<file path="config.mk">
export PLATFORM = sky130hd
export DESIGN_NAME = pipeline_fetch
export DESIGN_NICKNAME = d
export VERILOG_FILES = /design/src/rtl/pipeline_fetch.sv
export SDC_FILE = /design/constraint.sdc
export NUM_CORES = 1
export LEC_CHECK = 0
export ABC_AREA = 1
export ABC_CLOCK_PERIOD_IN_PS = 7870
export CAP_MARGIN = 15
export CORE_MARGIN = 5
export CORE_UTILIZATION = 35
export CTS_CLUSTER_DIAMETER = 100
export DETAILED_ROUTE_END_ITERATION = 8
export DONT_BUFFER_PORTS = 1
export SLEW_MARGIN = 20
export SYNTH_ARGS = -nofsm -noshare
export SYNTH_HDL_FRONTEND = slang
export SYNTH_SLANG_ARGS = --single-unit
</file>
<file path="constraint.sdc">
create_clock -name clk -period 7.87 [get_ports clk]
set_clock_uncertainty 0.1 [all_clocks]
set_input_delay 1.574 -clock clk [delete_from_list [all_inputs] [get_ports clk]]
set_output_delay 1.574 -clock clk [all_outputs]
set_load 0.05 [all_outputs]
</file>
<file path="src/rtl/pipeline_fetch.sv">
// Instruction fetch stage: in-order imem reads buffered with their PCs in a DEPTH-entry FIFO.
// Define FETCH_PERF_EN to add the 32-bit bubble_count output.
module pipeline_fetch #(
    parameter int unsigned           ADDR_WIDTH = 64,
    parameter int unsigned           DATA_WIDTH = 64,
    parameter int unsigned           DEPTH      = 4,
    parameter logic [ADDR_WIDTH-1:0] RESET_PC   = '0
) (
    input  logic                    clk,
    input  logic                    reset,
    output logic                    imem_req_valid,
    output logic [ADDR_WIDTH-1:0]   imem_req_addr,
    input  logic                    imem_req_ready,
    input  logic                    imem_resp_valid,
    input  logic [DATA_WIDTH/2-1:0] imem_resp_data,
    input  logic                    redirect_valid,
    input  logic [ADDR_WIDTH-1:0]   redirect_pc,
    input  logic                    halt,
    input  logic                    decode_ready,
`ifdef FETCH_PERF_EN
    output logic [31:0]             bubble_count,
`endif
    output logic [DATA_WIDTH/2-1:0] instruction,
    output logic [ADDR_WIDTH-1:0]   instruction_pc
);

    localparam int unsigned IW = DATA_WIDTH / 2;
    localparam int unsigned PW = $clog2(DEPTH);
    localparam int unsigned CW = PW + 1;

    localparam logic [1:0] ST_RUN   = 2'd0;
    localparam logic [1:0] ST_DRAIN = 2'd1;
    localparam logic [1:0] ST_HALT  = 2'd2;

    localparam logic [IW-1:0]         BUBBLE    = IW'(90);
    localparam logic [CW:0]           DEPTH_OCC = (CW+1)'(DEPTH);
    localparam logic [ADDR_WIDTH-1:0] PC_STEP   = ADDR_WIDTH'(4);
    localparam logic [ADDR_WIDTH-1:0] ALIGN_MSK = ~(ADDR_WIDTH'(3));

    logic [1:0]            state_q, state_d;
    logic [ADDR_WIDTH-1:0] fetch_pc_q, fetch_pc_d;
    logic [ADDR_WIDTH-1:0] resp_pc_q, resp_pc_d;
    logic [CW-1:0]         count_q, count_d;
    logic [CW-1:0]         inflight_q, inflight_d;
    logic [PW-1:0]         head_q, head_d;
    logic [PW-1:0]         tail_q, tail_d;
    logic [IW-1:0]         fifo_data_q [DEPTH];
    logic [ADDR_WIDTH-1:0] fifo_pc_q   [DEPTH];

    logic [CW:0]           occ;
    logic                  req_fire;
    logic                  resp_fire;
    logic                  push;
    logic                  pop;
    logic [ADDR_WIDTH-1:0] redirect_aligned;

    assign occ              = {1'b0, count_q} + {1'b0, inflight_q};
    assign imem_req_valid   = !reset && !redirect_valid && (state_q == ST_RUN) && (occ < DEPTH_OCC);
    assign imem_req_addr    = fetch_pc_q;
    assign req_fire         = imem_req_valid && imem_req_ready;
    // Responses with nothing outstanding (e.g. stale after reset) are ignored.
    assign resp_fire        = imem_resp_valid && (inflight_q != '0);
    assign push             = resp_fire && !redirect_valid && (state_q != ST_DRAIN);
    assign pop              = decode_ready && (count_q != '0) && !redirect_valid;
    assign redirect_aligned = redirect_pc & ALIGN_MSK;

    always_comb begin
        state_d    = state_q;
        fetch_pc_d = fetch_pc_q;
        resp_pc_d  = resp_pc_q;
        head_d     = head_q;
        tail_d     = tail_q;
        count_d    = count_q + CW'(push) - CW'(pop);
        inflight_d = inflight_q + CW'(req_fire) - CW'(resp_fire);

        if (req_fire) fetch_pc_d = fetch_pc_q + PC_STEP;
        if (push) begin
            tail_d    = tail_q + PW'(1);
            resp_pc_d = resp_pc_q + PC_STEP;
        end
        if (pop) head_d = head_q + PW'(1);

        case (state_q)
            ST_RUN:   if (halt) state_d = ST_HALT;
            ST_DRAIN: if (inflight_d == '0) state_d = ST_RUN;
            ST_HALT:  state_d = ST_HALT;
            default:  state_d = ST_RUN;
        endcase

        // Redirect wins over halt and drain; request is already suppressed this cycle.
        if (redirect_valid) begin
            count_d    = '0;
            head_d     = '0;
            tail_d     = '0;
            fetch_pc_d = redirect_aligned;
            resp_pc_d  = redirect_aligned;
            state_d    = (inflight_d != '0) ? ST_DRAIN : ST_RUN;
        end
    end

    always_ff @(posedge clk) begin
        if (reset) begin
            state_q    <= ST_RUN;
            fetch_pc_q <= RESET_PC;
            resp_pc_q  <= RESET_PC;
            count_q    <= '0;
            inflight_q <= '0;
            head_q     <= '0;
            tail_q     <= '0;
        end else begin
            state_q    <= state_d;
            fetch_pc_q <= fetch_pc_d;
            resp_pc_q  <= resp_pc_d;
            count_q    <= count_d;
            inflight_q <= inflight_d;
            head_q     <= head_d;
            tail_q     <= tail_d;
        end
    end

    always_ff @(posedge clk) begin
        if (push && !reset) begin
            fifo_data_q[tail_q] <= imem_resp_data;
            fifo_pc_q[tail_q]   <= resp_pc_q;
        end
    end

    always_comb begin
        instruction    = BUBBLE;
        instruction_pc = '0;
        if (count_q != '0) begin
            instruction    = fifo_data_q[head_q];
            instruction_pc = fifo_pc_q[head_q];
        end
    end

`ifdef FETCH_PERF_EN
    logic [31:0] bubble_q, bubble_d;

    always_comb begin
        bubble_d = bubble_q;
        if (decode_ready && (count_q == '0)) bubble_d = bubble_q + 32'd1;
    end

    always_ff @(posedge clk) begin
        if (reset) bubble_q <= '0;
        else       bubble_q <= bubble_d;
    end

    assign bubble_count = bubble_q;
`endif

endmodule

</file>
* Yosys cells after proc, flatten, opt, wreduce, memory -nomap -nowiden
Memories as Yosys holds them, arrays and structs flattened. A register that Yosys moved wholly into a read port is not among the register bits.
Index checks and enable logic that the tools add are counted.
** Cells by class
- Add/subtract/negate cells :: 9
- Magnitude comparators :: 1
- Equality and inequality tests :: 5
- Muxes and demuxes :: 17
- Reductions and logical operators :: 21
** Operators with widths (number)
- 64-bit 2-to-1 mux :: 5
- 64-bit by 3-bit adder with 64-bit output, second input constant :: 2
- 32-bit 2-to-1 mux :: 1
- 2-bit 2-to-1 mux :: 7
- 1-bit logical AND :: 10
- 3-bit nonzero test :: 3
- 3-bit by 1-bit adder with 3-bit output :: 2
- 3-bit inequality test, second input constant :: 2
- 2-bit case mux with 3 select lines :: 1
- 3-bit by 1-bit subtractor with 3-bit output :: 2
- 2-bit by 1-bit adder with 2-bit output, second input constant :: 2
- 3-bit by 3-bit adder with 4-bit output :: 1
- 4-bit by 3-bit < comparator with 1-bit output, second input constant :: 1
- 2-bit nonzero test :: 2
- 3-bit zero test :: 1
- 1-bit 2-to-1 mux :: 3
- 2-bit by 1-bit == test with 1-bit output, second input constant :: 1
- 2-bit == test, second input constant :: 1
- 1-bit zero test :: 2
- 2-bit zero test :: 1
- 2-bit by 1-bit inequality test with 1-bit output, second input constant :: 1
- 2-bit AND reduction :: 1
- 2-bit OR reduction :: 1
** Storage, ports and cells
- Register bits :: 140
- Memory bits (writable) :: 384
- Input port bits :: 103
- Output and inout bits :: 161
- Logic and storage cells :: 64
- Memories kept :: 2
** Memory list
- fifo_pc_q :: words 4, bits a word 64, rd ports 1, clocked after Yosys merged registers in 1, write ports 1, line 48 : logic [ADDR_WIDTH-1:0] fifo_pc_q [DEPTH];
- fifo_data_q :: words 4, bits a word 32, rd ports 1, clocked after Yosys merged registers in 1, write ports 1, line 47 : logic [IW-1:0] fifo_data_q [DEPTH];

* Longest topological paths before layout
Gate-level depths: netlist of the first run.
- Word-level depth :: 11
- Depth in mapped cells :: 15

* Worst setup path after synthesis of the first run
No wires, ideal clock.
- Kind :: input port to flip-flop
- Start :: input port reset
- End :: memory fifo_data_q[0][0] (netlist name) (enable)
- Setup time :: 547 ps
- Data arrival time :: 6273 ps
- Setup slack :: 949 ps
- Stages on the path :: 7
- Buffers on the path :: 2
- Cells stage by stage :: buf_4 -> nor2_4 -> buf_4 -> inv_2 -> nor2_4 -> inv_2 -> nor2_1
** On the way
- Word-level cells in the longest chain between the ends :: 4
** Ends and longest elaborated chain
- from (decl) :: line 10 : input logic reset,
- 1-bit zero test :: line 122 : if (push && !reset) begin
- 1-bit logical AND :: line 122
- 1-bit 2-to-1 mux :: line 122
- 1-bit 2-to-1 mux (not written as such) :: line 123 : fifo_data_q[tail_q] <= imem_resp_data;
- to (decl) :: line 47
Every way passes these cells.

==> metrics.md, run 1 <==
| Metric | Value |
|---|---|
| Share of cells above drive strength 1 | 8.330% |
| Max-cap violations | 0 |
| First-iteration detailed-routing DRC count | about 1.5k |
| Fin cells | approximately 3.8k |
| Hold_buf cts | 0 |
| R2R depth | 15 |
| Core area | 68830 um2 |
| Multi-input logic area | 8954 um2 |
| Critical Path Source Type | flop |
| Slew Limit Fails | 0 |
| Initial Util | 35.35% |
| Final hold vios | 0 |
| PD cells | approximately 240 nW/um2 |
| RSZ-0062 raised after global routing | no |
| Netlist cell types | 47 |
| Total GRT Usage | 19.68% |
| Die area | 74890 um2 |
| DRC | 0 |
| Post-DRT Antenna Nets | 0 |
| CTS Buf Count | between 50 and 60 |
| Period minus WS final | between 5 and 6 ns |
| Bufs on Longest Clock Path | 3 |
| DP Area | approximately 26000 um2 |
| Die Y | about 270 um |
| Post_cts resized | 0 |
| Seq/Total Area, Yosys | 57.76% |
| Drt wl/cell | between 20 and 25 um |
| Final HPWL DP | between 50000 and 60000 um |
| Horiz. Die Dim | between 200 and 300 um |
| Critical path's top delay family | buffers and inverters |
| Dpl ws | approximately 2.4 ns |
| Top_reg_cell synth | edfxtp_1 |
| Fill count | slightly below 7k |
| Critical path capture point type | primary output |
| LEAKAGE | 9.567 nW |
| FFs w/ async S/R, synth | 0% |
| Number of buffers and inverters on the critical path | 2 |
| Hold path startpoint | head_q[0] |
| CTS sink cnt | a little over 500 |
| Setup WS post-layout | about 2.7 ns |
| Post-placement cell count | 3684 |
| FF-to-FF End | count_q[2] |
| CTS root buf | clkbuf_16 |
| Gate Count Post-Synth | about 2.8k |
| Cells along the critical path | clkinv_2 -> buf_4 -> nor2_1 -> o21ai_0 -> a21oi_1 |
| # port buffers | 0 |
| Placer Congestion | 0.9561 |
| Yosys Warn Count | 0 |
| Setup violators final | 0 |
| Status | complete, no violations |
| EDFF count, synth | approximately 380 |
| Vias in the first global route | 17.52k |
| Slew @ Worst Pin | about 1.2 ns |
| H-Tree Depth | 2 |
| Internal reg-to-reg setup slack | about 3.4 ns |
| CP max FO | 48 |
| # IOs | 264 |
| CTS tree | yes |
| Clock Latency Late Sink | approximately 0.65 ns |
| Maximum clock rate | ~190 MHz |
| Cell row count | 96 |
| Fin Setup TNS | 0 ns |
| Clock slew at reported path FFs | approximately 0.060 ns |
| Max VDD drop | 168.6 uV |
| R2r startpoint | inflight_q[1] |
| Synthesized area per cell | ~8.7 um2 |
| Max stage delay on crit path | around 0.90 ns |
| Crit path arrival time | ~3.5 ns |
| Mapped Area | 24330 um2 |
| Fin nets | 2928 |
| Post CTS Setup Buffer Count | 0 |
| HP Class | flop to flop |
| Remaining Overflow, GRT | 0 |
| Initial antenna violation count | 3 |
| Fin area | around 27000 um2 |
| Register area | 14060 um2 |
| Drt first pass iters | 6 |
| Max_slew headroom | between 20% and 30% |
| Routed wire length | 76440 um |
| Largest net degree at the start of global routing | roughly 110 |
| Hold path cells | 1 |
| Crit share post-route | ~65% |
| WS Path Type | flop to primary output |
| Slowest cell on the critical path | a21oi_1 |
| First-pass GRT wire length | 112800 um |
| Area grow syn2layout | 12.67% |
| CP required | around 6.2 ns |
| Vias post-DR | ~19k |
| Flops & latches, synth | roughly 510 |
| Vias per cell | ~5 |
worst max path at each step:
stage / end / from / cells after the start
floorplan: fifo_data_q[0][0] / reset / 7
global placement: count_q[2] / imem_resp_valid / 13
detailed placement: count_q[2] / imem_resp_valid / 13
CTS: instruction_pc[17] / flop / 5
global route: instruction_pc[17] / flop / 5
finish: instruction_pc[17] / flop / 5
Yosys cell counts, types with 8 or more instances:
master,n,area share (%)
o21ai_0,259,5.3
nor2_2,19,0.49
a21oi_1,164,3.4
buf_1,12,0.19
nor2_4,8,0.37
o211ai_1,11,0.34
dfxtp_1,138,11
o21ai_1,37,0.76
a31oi_1,25,0.64
inv_1,216,3.3
nand2_1,522,8.1
nand4_1,27,0.69
buf_2,32,0.66
nor2_1,643,9.9
clkbuf_1,65,1.0
xor2_1,21,0.76
nor3_1,14,0.29
nand3_1,110,2.3
ha_1,12,0.62
edfxtp_1,376,46
a21oi_2,10,0.36
inv_2,10,0.15
nand3_2,8,0.33
xnor2_1,10,0.36
flip-flops by register name, summed over array words and instances (netlist names), named ones only:
signal / count
fifo_pc_q: 248
fifo_data_q: 128
imem_req_addr: 62
resp_pc_q: 62
count_q: 3
inflight_q: 3
head_q: 2
state_q: 2
tail_q: 2
kinds of logic (layout without fill, tap and decap cells):
| kind of cell | after synthesis | after routing | synth area share, % |
|---|---|---|---|
| AND/OR/NAND/NOR | 1375 | 1375 | 23.28 |
| XOR/XNOR | 31 | 31 | 1.116 |
| flip-flops | 514 | 514 | 57.76 |
| other | 1 | 6 | 0.01541 |
| adder cells (fa/ha/maj) | 14 | 14 | 0.7816 |
| AO/OA/AOI/OAI | 521 | 521 | 11.26 |
| buffers and inverters | 348 | 398 | 5.795 |
stage by stage:
| step | power (mW) | util, % | hold WS (ns) |
|---|---|---|---|
| 3_3_place_gp | 3.906 | 37.15 | 0.3454 |
| 4_1_cts | 6.522 | 39.82 | 0.3623 |
| 3_5_place_dp | 3.914 | 37.16 | 0.3525 |
| 2_1_floorplan | 3.711 | - | 0.3357 |
| 5_1_grt | 6.719 | 39.83 | 0.3979 |
| 6_report | 6.466 | 39.83 | 0.3633 |
cells in the final DEF, fill, tap and decap left out, types with 3 or more instances in the layout:
cell type   count
xor2_1         21
nor2_1        639
a21oi_1       162
nand4_1        27
nor3_1         14
nand3_1       110
xnor2_1        10
nand2_2         5
nand3b_1        3
clkbuf_1        6
nor2_4         12
clkinvlp_4      8
edfxtp_1      376
nor2_2         19
nand3_2         8
clkbuf_16      56
clkinv_2       10
inv_2           8
nand2_1       522
o211ai_1       11
dfxtp_1       136
buf_12          3
o22ai_1         6
bufinv_16       4
ha_1           12
a21oi_2        12
a31oi_1        25
conb_1          4
o311ai_2        4
nand2_4         3
o21ai_1        37
clkinv_1       13
inv_1         215
o21ai_0       259
buf_4          64
or2_2           3
worst register-to-register path, stage by stage, from the launching register on:
cell     delay, ns
dfxtp_1       0.42
nor2_1        0.06
nand2_1       0.05
nand2_1       0.09
nor2_4        0.62
inv_4         0.21
nor2_1        0.77
inv_1         0.48
ha_1          0.42
inv_1         0.05
ha_1          0.13
inv_1         0.05
fa_1          0.38
xnor2_1       0.14
or2_2         0.28
a21oi_1       0.12
area by class of cell:
| class | count | share of cell area [%] |
|---|---|---|
| antenna | 2 | 0.01826 |
| clock buffer | 62 | 5.194 |
| clock inverter | 42 | 1.483 |
| inverter | 227 | 3.135 |
| multi-input combinational | 1945 | 32.66 |
| sequential | 514 | 51.29 |
| tap | 931 | 4.249 |
| timing repair buffer | 67 | 1.972 |
where the power goes:
group | total [mW] | internal [mW] | switching, mW
Combinational | 0.630 | 0.152 | 0.478
Clock | 2.61 | 1.46 | 1.15
Sequential | 3.23 | 3.02 | 0.209
routing by layer:
layer	up-vias	global-route usage (%)	wire length (um)
met2	672	31.41	35440
met1	9045	26.60	32410
met3	115	5.241	6637
met5	-	0	7
li1	9355	-	-
met4	2	5.429	1935
Power figures use the tool's default switching activity.
==> inputs of run 2 (changes only) <==
--- a/config.mk
+++ b/config.mk
@@ -6,7 +6,7 @@
 export NUM_CORES = 1
 export LEC_CHECK = 0
 export ABC_AREA = 1
-export ABC_CLOCK_PERIOD_IN_PS = 7870
+export ABC_CLOCK_PERIOD_IN_PS = 5300
 export CAP_MARGIN = 15
 export CORE_MARGIN = 5
 export CORE_UTILIZATION = 35
==> constraint.sdc (replaced) <==
create_clock -name clk -period 5.3 [get_ports clk]
set_clock_uncertainty 0.1 [all_clocks]
set_input_delay 1.06 -clock clk [delete_from_list [all_inputs] [get_ports clk]]
set_output_delay 1.06 -clock clk [all_outputs]
set_load 0.05 [all_outputs]
==> metrics.md, run 2 (synthesis results as in run 1) <==
| Metric | Value |
|---|---|
| Status | complete, no violations (unchanged) |
| CP max FO | 48 (unchanged) |
| Critical path's top delay family | compound AO/OA/AOI/OAI gates (was buffers and inverters) |
| Critical path capture point type | primary output (unchanged) |
| CTS sink cnt | 514 (unchanged) |
| WP depth | 5 (unchanged) |
| Antenna diodes | 0 (was 2) |
| Most common cell after layout, fill and taps aside | nor2_1 (unchanged) |
| # port buffers | 0 (unchanged) |
| R2R depth | 14 (was 15) |
| Max stage delay on crit path | 0.89 ns (was 0.90 ns) |
| Max_slew headroom | 27.49% (was 22.36%) |
| Clock slew at reported path FFs | 0.06 ns (about the same) |
| Max VDD drop | 227.6 uV (was 168.6 uV) |
| Maximum clock rate | approximately 240 MHz |
| RSZ-0062 raised after global routing | no (unchanged) |
| Initial Util | 35.35% (unchanged) |
| Drt first pass iters | 5 (was 6) |
| Final HPWL DP | 50990 um (was 51990 um) |
| Setup violators final | 0 (unchanged) |
| Vias in the first global route | 17.91k (was 17.52k) |
| Drt wl/cell | 19.81 um (was 20.17 um) |
| Slowest cell on the critical path | a21oi_1 (unchanged) |
| First-iteration detailed-routing DRC count | 1680 (was 1536) |
| Post CTS Setup Buffer Count | 0 (unchanged) |
| Fill count | 6893 (was 6927) |
| Critical Path Source Type | flop (unchanged) |
| Setup WS post-layout | 1.159 ns (was 2.740 ns) |
| PD cells | 343.9 nW/um2 (was 235.9 nW/um2) |
| Area grow syn2layout | 13.60% (was 12.67%) |
| Horiz. Die Dim | 273.7 um (unchanged) |
| Hold path cells | 1 (unchanged) |
| Die area | 74890 um2 (unchanged) |
| Placer Congestion | 0.9558 (was 0.9561) |
| DRC | 0 (unchanged) |
| Routed wire length | 75700 um (was 76440 um) |
| Crit path arrival time | 2.98 ns (was 3.46 ns) |
| Final hold vios | 0 (unchanged) |
| Largest net degree at the start of global routing | 95 (was 109) |
| Crit share post-route | 78.13% |
| Max FFs per register | 248 (unchanged) |
| Largest Register | fifo_pc_q (unchanged) |
| Fin cells | 3822 (was 3790) |
| Dpl ws | 1.527 ns (was 2.433 ns) |
| HP Class | flop to flop (unchanged) |
| CP required | 4.14 ns (was 6.20 ns) |
| Initial antenna violation count | 0 (was 3) |
| WS Path Type | flop to primary output (unchanged) |
| Cell row count | 96 (unchanged) |
| LEAKAGE | 9.764 nW (was 9.567 nW) |
| Vias per cell | 5.073 (was 5.063) |
| Most frequent cells in the layout | 639 x nor2_1, 522 x nand2_1, 376 x edfxtp_1 (unchanged) |
| Share of cells above drive strength 1 | 9.270% (was 8.330%) |
| CTS root buf | clkbuf_16 (unchanged) |
| Slew Limit Fails | 0 (unchanged) |
| Fin nets | 2962 (was 2928) |
| Vias post-DR | 19.39k (was 19.19k) |
| Largest registers | fifo_pc_q: 248 flops, fifo_data_q: 128 flops (unchanged) |
| Cells along the critical path | buf_4 -> nor2_1 -> nor2_1 -> o21ai_0 -> a21oi_1 (was clkinv_2 -> buf_4 -> nor2_1 -> o21ai_0 -> a21oi_1) |
| Hold_buf cts | 0 (unchanged) |
| Total GRT Usage | 19.45% (was 19.68%) |
| Post-DRT Antenna Nets | 0 (unchanged) |
| H-Tree Depth | 2 (unchanged) |
| Post_cts resized | 0 (unchanged) |
| CTS tree | yes (unchanged) |
| Clock Latency Late Sink | 0.62 ns (was 0.65 ns) |
| Number of buffers and inverters on the critical path | 1 (was 2) |
| Period minus WS final | 4.141 ns |
| Max-cap violations | 0 (unchanged) |
| First-pass GRT wire length | 112200 um (was 112800 um) |
| Remaining Overflow, GRT | 0 (unchanged) |
| Core area | 68830 um2 (unchanged) |
| Die Y | 273.7 um (unchanged) |
| Bufs on Longest Clock Path | 3 (unchanged) |
| CTS Buf Count | 55 (was 56) |
| Top cell by count, worst path | nor2_1 |
| # IOs | 264 (unchanged) |
| Slew @ Worst Pin | 1.086 ns (was 1.168 ns) |
| Post-placement cell count | 3719 (was 3684) |
-- run 2: metal layers --
layer | share of wire, % | track usage (%) | vias up
met5 | 0 | 0 | -
met4 | 2.9 | 5.496 | 0
met3 | 9.3 | 5.268 | 122
met2 | 46 | 31.40 | 713
met1 | 42 | 25.91 | 9131
li1 | - | - | 9424
-- run 2: area by class of cell --
type                            count  area (um2)  area share [%]
Sequential cell                   514       14060           50.87
Inverter                          227       858.3           3.105
Multi-Input combinational cell   1945        8946           32.37
Clock inverter                     36       335.3           1.213
Timing Repair Buffer              102       853.3           3.087
Clock buffer                       67        1421           5.142
Tap cell                          931        1165           4.214
-- run 2: worst paths after layout --
path / start / end / slack [ns]
worst min-delay path: head_q[0] / head_q[0] / 0.38
worst max register to register: count_q[1] / state_q[0] / 1.90
worst max-delay path: flop / instruction[7] / 1.16
worst min register to register: head_q[0] / head_q[0] / 0.38
-- run 2: per-stage QoR --
stage          instance area [um2]  setup TNS (ns)  utilization [%]  power [mW]  hold slack (ns)
2_1_floorplan                24340         -416.14                -       5.511           0.3357
3_3_place_gp                 25880               0            37.61       5.840           0.3574
3_5_place_dp                 25880               0            37.61       5.849           0.3687
4_1_cts                      27640               0            40.16       9.592           0.3793
5_1_grt                      27640               0            40.16       9.876           0.3954
6_report                     27640               0            40.16       9.506           0.3789
-- run 2: worst reg2reg max path: stages (launching register included) --
cell and delay, ns:
dfxtp_1 0.47, ha_1 0.28, nand2_1 0.06, nor2_1 0.06, nor3_4 0.54, nand2_2 0.37, ha_1 0.38, inv_1 0.05
ha_1 0.12, inv_1 0.05, fa_1 0.37, xor2_1 0.20, nand3_1 0.10, o211ai_1 0.09, inv_1 0.05
-- run 2: power breakdown --
| group | switching (mW) | internal, mW |
|---|---|---|
| logic | 0.719 | 0.252 |
| registers | 0.313 | 4.49 |
| clock network | 1.62 | 2.12 |
==> inputs of run 3 (changes only) <==
--- a/config.mk
+++ b/config.mk
@@ -6,7 +6,7 @@
 export NUM_CORES = 1
 export LEC_CHECK = 0
 export ABC_AREA = 1
-export ABC_CLOCK_PERIOD_IN_PS = 5300
+export ABC_CLOCK_PERIOD_IN_PS = 4000
 export CAP_MARGIN = 15
 export CORE_MARGIN = 5
 export CORE_UTILIZATION = 35
==> constraint.sdc (replaced) <==
create_clock -name clk -period 4 [get_ports clk]
set_clock_uncertainty 0.1 [all_clocks]
set_input_delay 0.8 -clock clk [delete_from_list [all_inputs] [get_ports clk]]
set_output_delay 0.8 -clock clk [all_outputs]
set_load 0.05 [all_outputs]
==> metrics.md, run 3 (synthesis results as in run 1) <==
| Metric | Value |
|---|---|
| Vias post-DR | 19.40k (was 19.39k) |
| Register area | 14060 um2 (unchanged) |
| Largest Register | fifo_pc_q (unchanged) |
| CP max FO | 36 (was 48) |
| Bufs on Longest Clock Path | 3 (unchanged) |
| Status | complete, no violations (unchanged) |
| Critical Path Source Type | flop (unchanged) |
| Largest registers | fifo_pc_q: 248 flops, fifo_data_q: 128 flops (unchanged) |
| # IOs | 264 (unchanged) |
| # port buffers | 0 (unchanged) |
| Post CTS Setup Buffer Count | 0 (unchanged) |
| Post-placement cell count | 3739 (was 3719) |
| Maximum clock rate | roughly 300 MHz |
| Max VDD drop | 322.7 uV (was 227.6 uV) |
| Critical path capture point type | primary output (unchanged) |
| Share of cells above drive strength 1 | 9.763% (was 9.270%) |
| Core area | 68830 um2 (unchanged) |
| Remaining Overflow, GRT | 0 (unchanged) |
| Final hold vios | 0 (unchanged) |
| Largest net degree at the start of global routing | 95 (unchanged) |
| Post-DRT Antenna Nets | 0 (unchanged) |
| Vias per cell | 5.049 (was 5.073) |
| R2r startpoint | inflight_q[1] (was count_q[1]) |
| Area grow syn2layout | 14.60% (was 13.60%) |
| Drt wl/cell | 19.92 um (was 19.81 um) |
| LEAKAGE | 9.896 nW (was 9.764 nW) |
| Slew @ Worst Pin | 0.8878 ns (was 1.086 ns) |
| Die Y | 273.7 um (unchanged) |
| Die area | 74890 um2 (unchanged) |
| Initial Util | 35.35% (unchanged) |
| Horiz. Die Dim | 273.7 um (unchanged) |
| DRC | 0 (unchanged) |
| Max-cap violations | 0 (unchanged) |
| H-Tree Depth | 2 (unchanged) |
| Crit path arrival time | 2.45 ns (was 2.98 ns) |
| CTS tree | yes (unchanged) |
| WS Path Type | flop to primary output (unchanged) |
| RSZ-0062 raised after global routing | no (unchanged) |
| PD cells | 457.2 nW/um2 (was 343.9 nW/um2) |
| Max FFs per register | 248 (unchanged) |
| Fin nets | 2982 (was 2962) |
| HP Class | input port to flop (was flop to flop) |
| Initial antenna violation count | 3 (was 0) |
| Most common cell after layout, fill and taps aside | nor2_1 (unchanged) |
| Clock slew at reported path FFs | 0.07 ns (was 0.06 ns) |
| Clock Latency Late Sink | 0.64 ns (was 0.62 ns) |
| First-iteration detailed-routing DRC count | 1513 (was 1680) |
| Most frequent cells in the layout | 639 x nor2_1, 522 x nand2_1, 376 x edfxtp_1 (unchanged) |
| Hold_buf cts | 0 (unchanged) |
| Multi-input logic area | 8946 um2 (unchanged) |
| Vias in the first global route | 18.08k (was 17.91k) |
| Setup violators final | 0 (unchanged) |
| Fill count | 6897 (was 6893) |
| Period minus WS final | around 3.3 ns |
| Routed wire length | 76540 um (was 75700 um) |
| CTS Buf Count | 55 (unchanged) |
| Placer Congestion | 0.9457 (was 0.9558) |
| CTS sink cnt | 514 (unchanged) |
| CP required | 3.10 ns (was 4.14 ns) |
| Slew Limit Fails | 0 (unchanged) |
| CTS root buf | clkbuf_16 (unchanged) |
| Max_slew headroom | 40.59% (was 27.49%) |
| Crit share post-route | about 84% |
| Drt first pass iters | 6 (was 5) |
| Final HPWL DP | 51760 um (was 50990 um) |
| Fin cells | 3842 (was 3822) |
| Fin Setup TNS | 0 ns (unchanged) |
| Hold path startpoint | imem_resp_data[13] (was head_q[0]) |
| First-pass GRT wire length | 113600 um (was 112200 um) |
| Post_cts resized | 0 (unchanged) |
| Cell row count | 96 (unchanged) |
| Total GRT Usage | 19.84% (was 19.45%) |
-- run 3: routing by layer --
metal / share of wire [%] / GRT usage, % / up-vias
met5: 0 / 0 / -
li1: - / - / 9481
met2: 46 / 32.41 / 671
met3: 8.9 / 5.101 / 119
met4: 2.8 / 5.456 / 0
met1: 42 / 26.31 / 9126
-- run 3: layout make-up --
class | count | share of cell area (%)
antenna | 2 | 0.01795
clock buffer | 73 | 5.286
clock inverter | 28 | 1.113
inverter | 227 | 3.078
multi-input combinational | 1945 | 32.08
sequential | 514 | 50.42
tap | 931 | 4.177
timing repair buffer | 122 | 3.823
-- run 3: power breakdown --
| group | total, mW | internal [mW] | switching (mW) | leakage, nW |
|---|---|---|---|---|
| Combinational | 1.30 | 0.353 | 0.951 | 4.45 |
| Sequential | 6.36 | 5.94 | 0.417 | 4.57 |
| Clock | 5.08 | 2.93 | 2.16 | 0.871 |
| Total | 12.7 | 9.22 | 3.53 | 9.90 |
-- run 3: final timing paths --
| check | cells after the start | endpoint | slack (ns) |
|---|---|---|---|
| setup reg to reg | 15 | count_q[2] | 1.12 |
| setup / recovery | 6 | instruction[14] | 0.65 |
| hold reg to reg | 1 | head_q[0] | 0.38 |
| hold / removal | 0 | fifo_data_q[3][13] | 0.16 |
-- run 3: per-stage QoR --
stage          power [mW]  worst slack [ns]  utilization, %  area (um2)  hold slack (ns)
2_1_floorplan       7.297           -0.5724               -       24350           0.3357
3_3_place_gp        7.757            0.9028           37.92       26100           0.3547
6_report            12.75            0.6522           40.52       27890           0.1604
3_5_place_dp        7.775            0.8571           37.92       26100           0.3680
4_1_cts             12.86            0.6191           40.51       27880           0.1098
5_1_grt             13.24            0.4839           40.52       27890           0.1168
-- run 3: worst max-delay path, stage by stage, from the launching register on --
cell	delay [ns]
dfxtp_4	0.38
inv_4	0.32
buf_4	0.34
buf_4	0.20
o21ai_0	0.09
a21oi_1	0.20
buf_4	0.24
